$ cat config.mk
export PLATFORM = sky130hd
export DESIGN_NAME = sha256_padder_flat
export DESIGN_NICKNAME = d
export VERILOG_FILES = /design/src/rtl/sha256_padder_if.sv /design/src/rtl/sha256_padder.sv /design/src/flat_wrapper.sv
export SDC_FILE = /design/constraint.sdc
export NUM_CORES = 2
export LEC_CHECK = 0
export BUFFER_PORTS_ARGS = -buffer_cell sky130_fd_sc_hd__buf_2
export CAP_MARGIN = 10
export CORE_MARGIN = 3
export CORE_UTILIZATION = 55
export CTS_CLUSTER_SIZE = 24
export DETAILED_ROUTE_END_ITERATION = 7
export PLACE_DENSITY = 0.8
export SLEW_MARGIN = 20
export SYNTH_ARGS = -nofsm -noshare
export SYNTH_HDL_FRONTEND = slang
export SYNTH_SLANG_ARGS = --single-unit
$ cat constraint.sdc
create_clock -name clk -period 4.4 [get_ports clk]
set_clock_uncertainty 0.15 [all_clocks]
set_input_delay 0.44 -clock clk [delete_from_list [all_inputs] [get_ports clk]]
set_output_delay 0.44 -clock clk [all_outputs]
set_load 0.05 [all_outputs]
$ cat src/rtl/sha256_padder_if.sv
// rtl/sha256_padder_if.sv - word-in / padded-block-out handshake bundle for sha256_padder
interface sha256_padder_if;
    logic         in_valid;
    logic         in_ready;
    logic [31:0]  in_data;
    logic         in_last;
    logic [2:0]   in_nbytes;
    logic         out_valid;
    logic         out_ready;
    logic [511:0] out_block;
    logic         out_first;
    logic         out_last;

    modport master (
        output in_valid, in_data, in_last, in_nbytes, out_ready,
        input  in_ready, out_valid, out_block, out_first, out_last
    );

    modport slave (
        input  in_valid, in_data, in_last, in_nbytes, out_ready,
        output in_ready, out_valid, out_block, out_first, out_last
    );
endinterface

$ cat src/rtl/sha256_padder.sv
// rtl/sha256_padder.sv - packs 32-bit message words into SHA-256 padded 512-bit blocks
module sha256_padder (
    input  logic            clk,
    input  logic            rst,
    sha256_padder_if.slave  bus
);
    typedef enum logic [1:0] {ACCEPT, EMIT, EMIT_LEN} state_e;

    state_e       state_q;
    logic [3:0]   widx_q;
    logic [63:0]  len_q;
    logic         first_q;
    logic         pend_q;
    logic         pend80_q;
    logic         in_ready_q;
    logic         out_valid_q;
    logic [511:0] out_block_q;
    logic         out_first_q;
    logic         out_last_q;

    logic [2:0]   nbytes_eff;
    logic [6:0]   pos;
    int           pos_int;
    logic [63:0]  len_d;
    logic [511:0] word_blk;
    logic [511:0] final_blk;
    logic [511:0] len_blk;

    assign nbytes_eff = bus.in_last ? bus.in_nbytes : 3'd4;
    assign pos        = {1'b0, widx_q, 2'b00} + {4'b0000, nbytes_eff};
    assign pos_int    = int'(pos);
    assign len_d      = len_q + {58'd0, nbytes_eff, 3'b000};
    // Trailer-only block; the 0x80 lands here only when the data filled the previous block exactly
    assign len_blk    = {(pend80_q ? 8'h80 : 8'h00), 440'd0, len_q};

    always_comb begin
        word_blk = out_block_q;
        for (int w = 0; w < 16; w++) begin
            if (widx_q == w[3:0]) begin
                word_blk[511 - 32*w -: 32] = bus.in_data;
            end
        end
    end

    // Bytes at and after pos are never taken from in_data, so garbage past in_nbytes is dropped
    always_comb begin
        final_blk = word_blk;
        for (int k = 0; k < 64; k++) begin
            if (k == pos_int) begin
                final_blk[511 - 8*k -: 8] = 8'h80;
            end else if (k > pos_int) begin
                final_blk[511 - 8*k -: 8] = 8'h00;
            end
        end
        if (pos <= 7'd55) begin
            final_blk[63:0] = len_d;
        end
    end

    always_ff @(posedge clk) begin
        if (rst) begin
            state_q     <= ACCEPT;
            widx_q      <= 4'd0;
            len_q       <= 64'd0;
            first_q     <= 1'b1;
            pend_q      <= 1'b0;
            pend80_q    <= 1'b0;
            in_ready_q  <= 1'b1;
            out_valid_q <= 1'b0;
            out_block_q <= 512'd0;
            out_first_q <= 1'b0;
            out_last_q  <= 1'b0;
        end else begin
            case (state_q)
                ACCEPT: begin
                    if (bus.in_valid) begin
                        len_q  <= len_d;
                        widx_q <= widx_q + 4'd1;
                        if (bus.in_last) begin
                            out_block_q <= final_blk;
                            out_valid_q <= 1'b1;
                            in_ready_q  <= 1'b0;
                            out_first_q <= first_q;
                            out_last_q  <= (pos <= 7'd55);
                            pend_q      <= (pos > 7'd55);
                            pend80_q    <= (pos == 7'd64);
                            state_q     <= EMIT;
                        end else begin
                            out_block_q <= word_blk;
                            if (widx_q == 4'd15) begin
                                out_valid_q <= 1'b1;
                                in_ready_q  <= 1'b0;
                                out_first_q <= first_q;
                                out_last_q  <= 1'b0;
                                pend_q      <= 1'b0;
                                state_q     <= EMIT;
                            end
                        end
                    end
                end
                EMIT: begin
                    if (bus.out_ready) begin
                        if (pend_q) begin
                            out_block_q <= len_blk;
                            out_first_q <= 1'b0;
                            out_last_q  <= 1'b1;
                            pend_q      <= 1'b0;
                            first_q     <= 1'b0;
                            state_q     <= EMIT_LEN;
                        end else begin
                            out_valid_q <= 1'b0;
                            in_ready_q  <= 1'b1;
                            widx_q      <= 4'd0;
                            state_q     <= ACCEPT;
                            if (out_last_q) begin
                                first_q <= 1'b1;
                                len_q   <= 64'd0;
                            end else begin
                                first_q <= 1'b0;
                            end
                        end
                    end
                end
                EMIT_LEN: begin
                    if (bus.out_ready) begin
                        out_valid_q <= 1'b0;
                        in_ready_q  <= 1'b1;
                        widx_q      <= 4'd0;
                        len_q       <= 64'd0;
                        first_q     <= 1'b1;
                        state_q     <= ACCEPT;
                    end
                end
                default: state_q <= ACCEPT;
            endcase
        end
    end

    assign bus.in_ready  = in_ready_q;
    assign bus.out_valid = out_valid_q;
    assign bus.out_block = out_block_q;
    assign bus.out_first = out_first_q;
    assign bus.out_last  = out_last_q;
endmodule

$ cat src/flat_wrapper.sv
// flat-port wrapper written by rule: the top's interface ports become plain ports
module sha256_padder_flat 
  (clk, rst, bus_in_valid, bus_in_data, bus_in_last, bus_in_nbytes, bus_out_ready, bus_in_ready, bus_out_valid, bus_out_block, bus_out_first, bus_out_last);
  sha256_padder_if bus_i ();
  input  logic clk;
  input  logic rst;
  input wire logic [$bits(bus_i.in_valid)-1:0] bus_in_valid;
  input wire logic [$bits(bus_i.in_data)-1:0] bus_in_data;
  input wire logic [$bits(bus_i.in_last)-1:0] bus_in_last;
  input wire logic [$bits(bus_i.in_nbytes)-1:0] bus_in_nbytes;
  input wire logic [$bits(bus_i.out_ready)-1:0] bus_out_ready;
  output wire logic [$bits(bus_i.in_ready)-1:0] bus_in_ready;
  output wire logic [$bits(bus_i.out_valid)-1:0] bus_out_valid;
  output wire logic [$bits(bus_i.out_block)-1:0] bus_out_block;
  output wire logic [$bits(bus_i.out_first)-1:0] bus_out_first;
  output wire logic [$bits(bus_i.out_last)-1:0] bus_out_last;
  assign bus_i.in_valid = bus_in_valid;
  assign bus_i.in_data = bus_in_data;
  assign bus_i.in_last = bus_in_last;
  assign bus_i.in_nbytes = bus_in_nbytes;
  assign bus_i.out_ready = bus_out_ready;
  assign bus_in_ready = bus_i.in_ready;
  assign bus_out_valid = bus_i.out_valid;
  assign bus_out_block = bus_i.out_block;
  assign bus_out_first = bus_i.out_first;
  assign bus_out_last = bus_i.out_last;
  sha256_padder u_core (.clk(clk), .rst(rst), .bus(bus_i));
endmodule
==> impl_metrics.ini <==
[global_routing]
grt.total_usage_pct = 44.7
antenna_found_initial = 8
grt_start_max_net_pins = 97
grt_pass1_wl_mm = 175
grt_pass1_vias = 26095
grt_overflow = 0

[critical_path]
start_kind = flip-flop
worstPathCellList = ha_1, nor2_1, o211ai_1, nor2_1, o21ai_2, and3_1, a22o_1
crit_type = reg2reg
slowest_stage = ha_1
rrSetupSlack_ns = 0.52
crit_arrival_ns = 4.29
endpoint_kind = flip-flop
critical_path.max_fanout = 23
worst_path_most_repeated_cell = nor2_1
max_stage_delay_ns = 0.75
critPathRequiredTime_ns = 4.80

[synthesis]
synth_top_area_cell = dfxtp_1
ys_seq_area_share_pct = 43.6
synth_area_sq_um = 26900
synthCells = 3170
avgSynthCellArea_sq_um = 8.49
synth-seq-cells = 586
synth_area_leaders = dfxtp_1 44%, a22oi_1 6.6%, nor2_1 6.0%
yosysWarnings = 0
ys.flop_type = dfxtp_1
synth_top_area_share_pct = 43.6
synth.distinct_cells = 97
async_flop_share_pct = 0
synth-edff-count = 0
synth_nets = 3223

[power]
p_int_mw = 9.01
clkPwrFrac_pct = 39.7
powerDensity_nw_per_um2 = 411
switching_share_pct = 32.2
seqPwrFrac_pct = 41.5
power.total_mw = 13.3
p_leak_nw = 13.3
p_switching_mw = 4.27
ir_drop_mv = 0.336
p_comb_share_pct = 18.8

[sta]
finalCriticalPeriod_ns = 3.88
slew_headroom_pct = 25.6
slew_violations = 0
finalSetupViolations = 0
report.final.hold_viol_count = 0
rsz0062_at_grt = false
holdWs_ns = 0.0203
min_period_over_period_pct = 88.3
tightestPinTransition_ns = 1.11
tns_ns = 0
fmax_mhz = 257

[cells_and_area]
syn_to_final_growth_pct = 20.1
multiInputGateArea_sq_um = 14000
fill_cells = 4026
drive_above_1_share_pct = 22.5
nets = 3670
regArea_sq_um = 11700

[routing]
ant_nets = 0
via_per_inst = 6.87
drc = 0
drt_iter0_drc = 4775
drt_wl_total_mm = 122
wl_per_cell_microns = 28.4
drt_first_pass_iters = 8
via_count = 29425

[cts]
cts_tree = yes
numClockSinks = 586
cts.clk_slew.worst_paths_ns = 0.07
cts.repair.resized = 0
cts_setup_buffers = 0
clock_latency_ns = 0.63
cts_hold_buf = 0
cts_root_buffer = clkbuf_16
cts_made_buffers = 57
htreeDepth = 2
clk_path_buf_depth = 3

[worst_hold_path]
min_path_type = in2reg

[place]
io_buffer_count = 555
gp_congestion = 1.07
dp_hpwl_mm = 86.3

[flow_run]
cap_viol_max_count = 0

[die]
num_rows = 80
dieArea_sq_um = 51600
die_w_microns = 227
ios = 556
die_h_microns = 227
start_util_pct = 56.0
fp.coreArea_sq_um = 48000

[outcome]
status = finished clean
==> Yosys cell counts, drive strengths merged, types with 7 or more instances <==
cell	count
buf	79
a221oi	10
o2bb2ai	37
nor2	430
nor3b	7
a32oi	28
a21oi	167
nor3	76
nand2b	14
a31o	7
xor2	7
a2bb2oi	15
and4	8
a22o	119
o211ai	21
a211oi	23
xnor2	10
nor4	39
or3	21
nand3	74
a22oi	235
mux2	12
o21ai	159
or4	14
and3	34
nand3b	9
inv	24
ha	13
and2	21
a21o	12
clkbuf	199
dfxtp	586
nand4	46
o22ai	41
a311oi	11
nor2b	35
o32ai	10
mux2i	85
a31oi	28
o21a	17
nand2	268
o31ai	20
o2111ai	9
==> worst max-delay path: cells and delay by family, from the launching register on <==
| kind | cells | cell delay [ns] |
|---|---|---|
| AOI/OAI and AO/OA | 3 | 1.25 |
| DFF | 1 | 0.61 |
| and+or+nand+nor | 3 | 1.05 |
| adders and majority gates | 1 | 0.75 |
==> sequential cells by signal (all words and copies together), names as in the netlist, 2 cells and up <==
register,count
u_core.widx_q,4
u_core.bus.out_block,512
u_core.state_q,2
u_core.len_q,61
==> logic make-up after synthesis <==
logic type	count (synthesis)	synth area share, %
and+or+nand+nor	1116	19.5
AOI/OAI and AO/OA	1038	27.5
DFF	586	43.6
buffers and inverters	303	4.59
muxes	97	3.66
xor gates and xnor gates	17	0.553
adders and majority gates	13	0.604
==> stage by stage <==
step | cell area, sq um | util (%) | std cells | setup slack (ns)
2_1_floorplan | 26900 | - | 3170 | 0.910
3_5_place_dp | 30300 | 63.0 | 4173 | 0.511
5_1_grt | 32300 | 67.3 | 4281 | 0.326
3_3_place_gp | 30300 | 63.0 | 4173 | 0.505
6_report | 32300 | 67.3 | 4284 | 0.516
4_1_cts | 32300 | 67.2 | 4279 | 0.637
==> path summary, 6_finish.rpt <==
check	startpoint	to	cells past startpoint
setup / recovery	u_core.widx_q[0]	u_core.bus.out_block[501]	7
hold / removal	rst	u_core.len_q[48]	2
setup reg to reg	u_core.widx_q[0]	u_core.bus.out_block[501]	7
hold reg to reg	u_core.bus.out_block[0]	u_core.bus.out_block[0]	2
==> power by group through the flow <==
stage | combinational (mW) | sequential [mW] | clock, mW
after floorplan | 1.18 | 5.93 | 0
after global placement | 2.36 | 5.62 | 0
after detailed placement | 2.37 | 5.63 | 0
after CTS | 2.38 | 5.51 | 5.24
after global routing | 2.57 | 5.52 | 5.45
final | 2.50 | 5.52 | 5.27
==> per-layer routing <==
metal / vias to the layer above / part of all wire, % / GRT usage, %
li1: 12701 / - / -
met2: 2481 / 41 / 63.4
met3: 445 / 16 / 16.0
met4: 6 / 6.9 / 27.0
met5: - / 0.028 / 0
met1: 13792 / 37 / 58.4
==> area by class of cell <==
| cell class | instances | share of cell area [%] |
|---|---|---|
| Multi-Input combinational cell | 2281 | 43.4 |
| Sequential cell | 586 | 36.3 |
| Timing Repair Buffer | 666 | 11.4 |
| Clock buffer | 78 | 4.97 |
| Tap cell | 615 | 2.38 |
| Clock inverter | 28 | 1.23 |
| Inverter | 25 | 0.290 |
| Antenna cell | 5 | 0.0387 |
==> cells in the final DEF (no fill, tap or decap), types with 18 or more instances in the layout <==
master	Yosys	routed
a211oi_1	20	20
a21oi_1	166	166
a22o_1	119	119
a22oi_1	235	235
a31oi_1	27	27
a32oi_1	28	28
and2_1	18	18
and3_1	34	34
buf_2	47	554
buf_4	8	106
clkbuf_16	0	58
dfxtp_1	586	586
inv_1	23	23
mux2i_1	85	85
nand2_1	268	268
nand3_1	74	74
nand4_1	43	43
nor2_1	429	427
nor2b_1	35	35
nor3_1	70	70
nor4_1	35	35
o211ai_1	20	20
o21ai_0	130	130
o21ai_1	28	28
o22ai_1	41	41
o2bb2ai_1	36	36
or3_1	21	21
No activity file was read; power rests on OpenSTA's default activity.
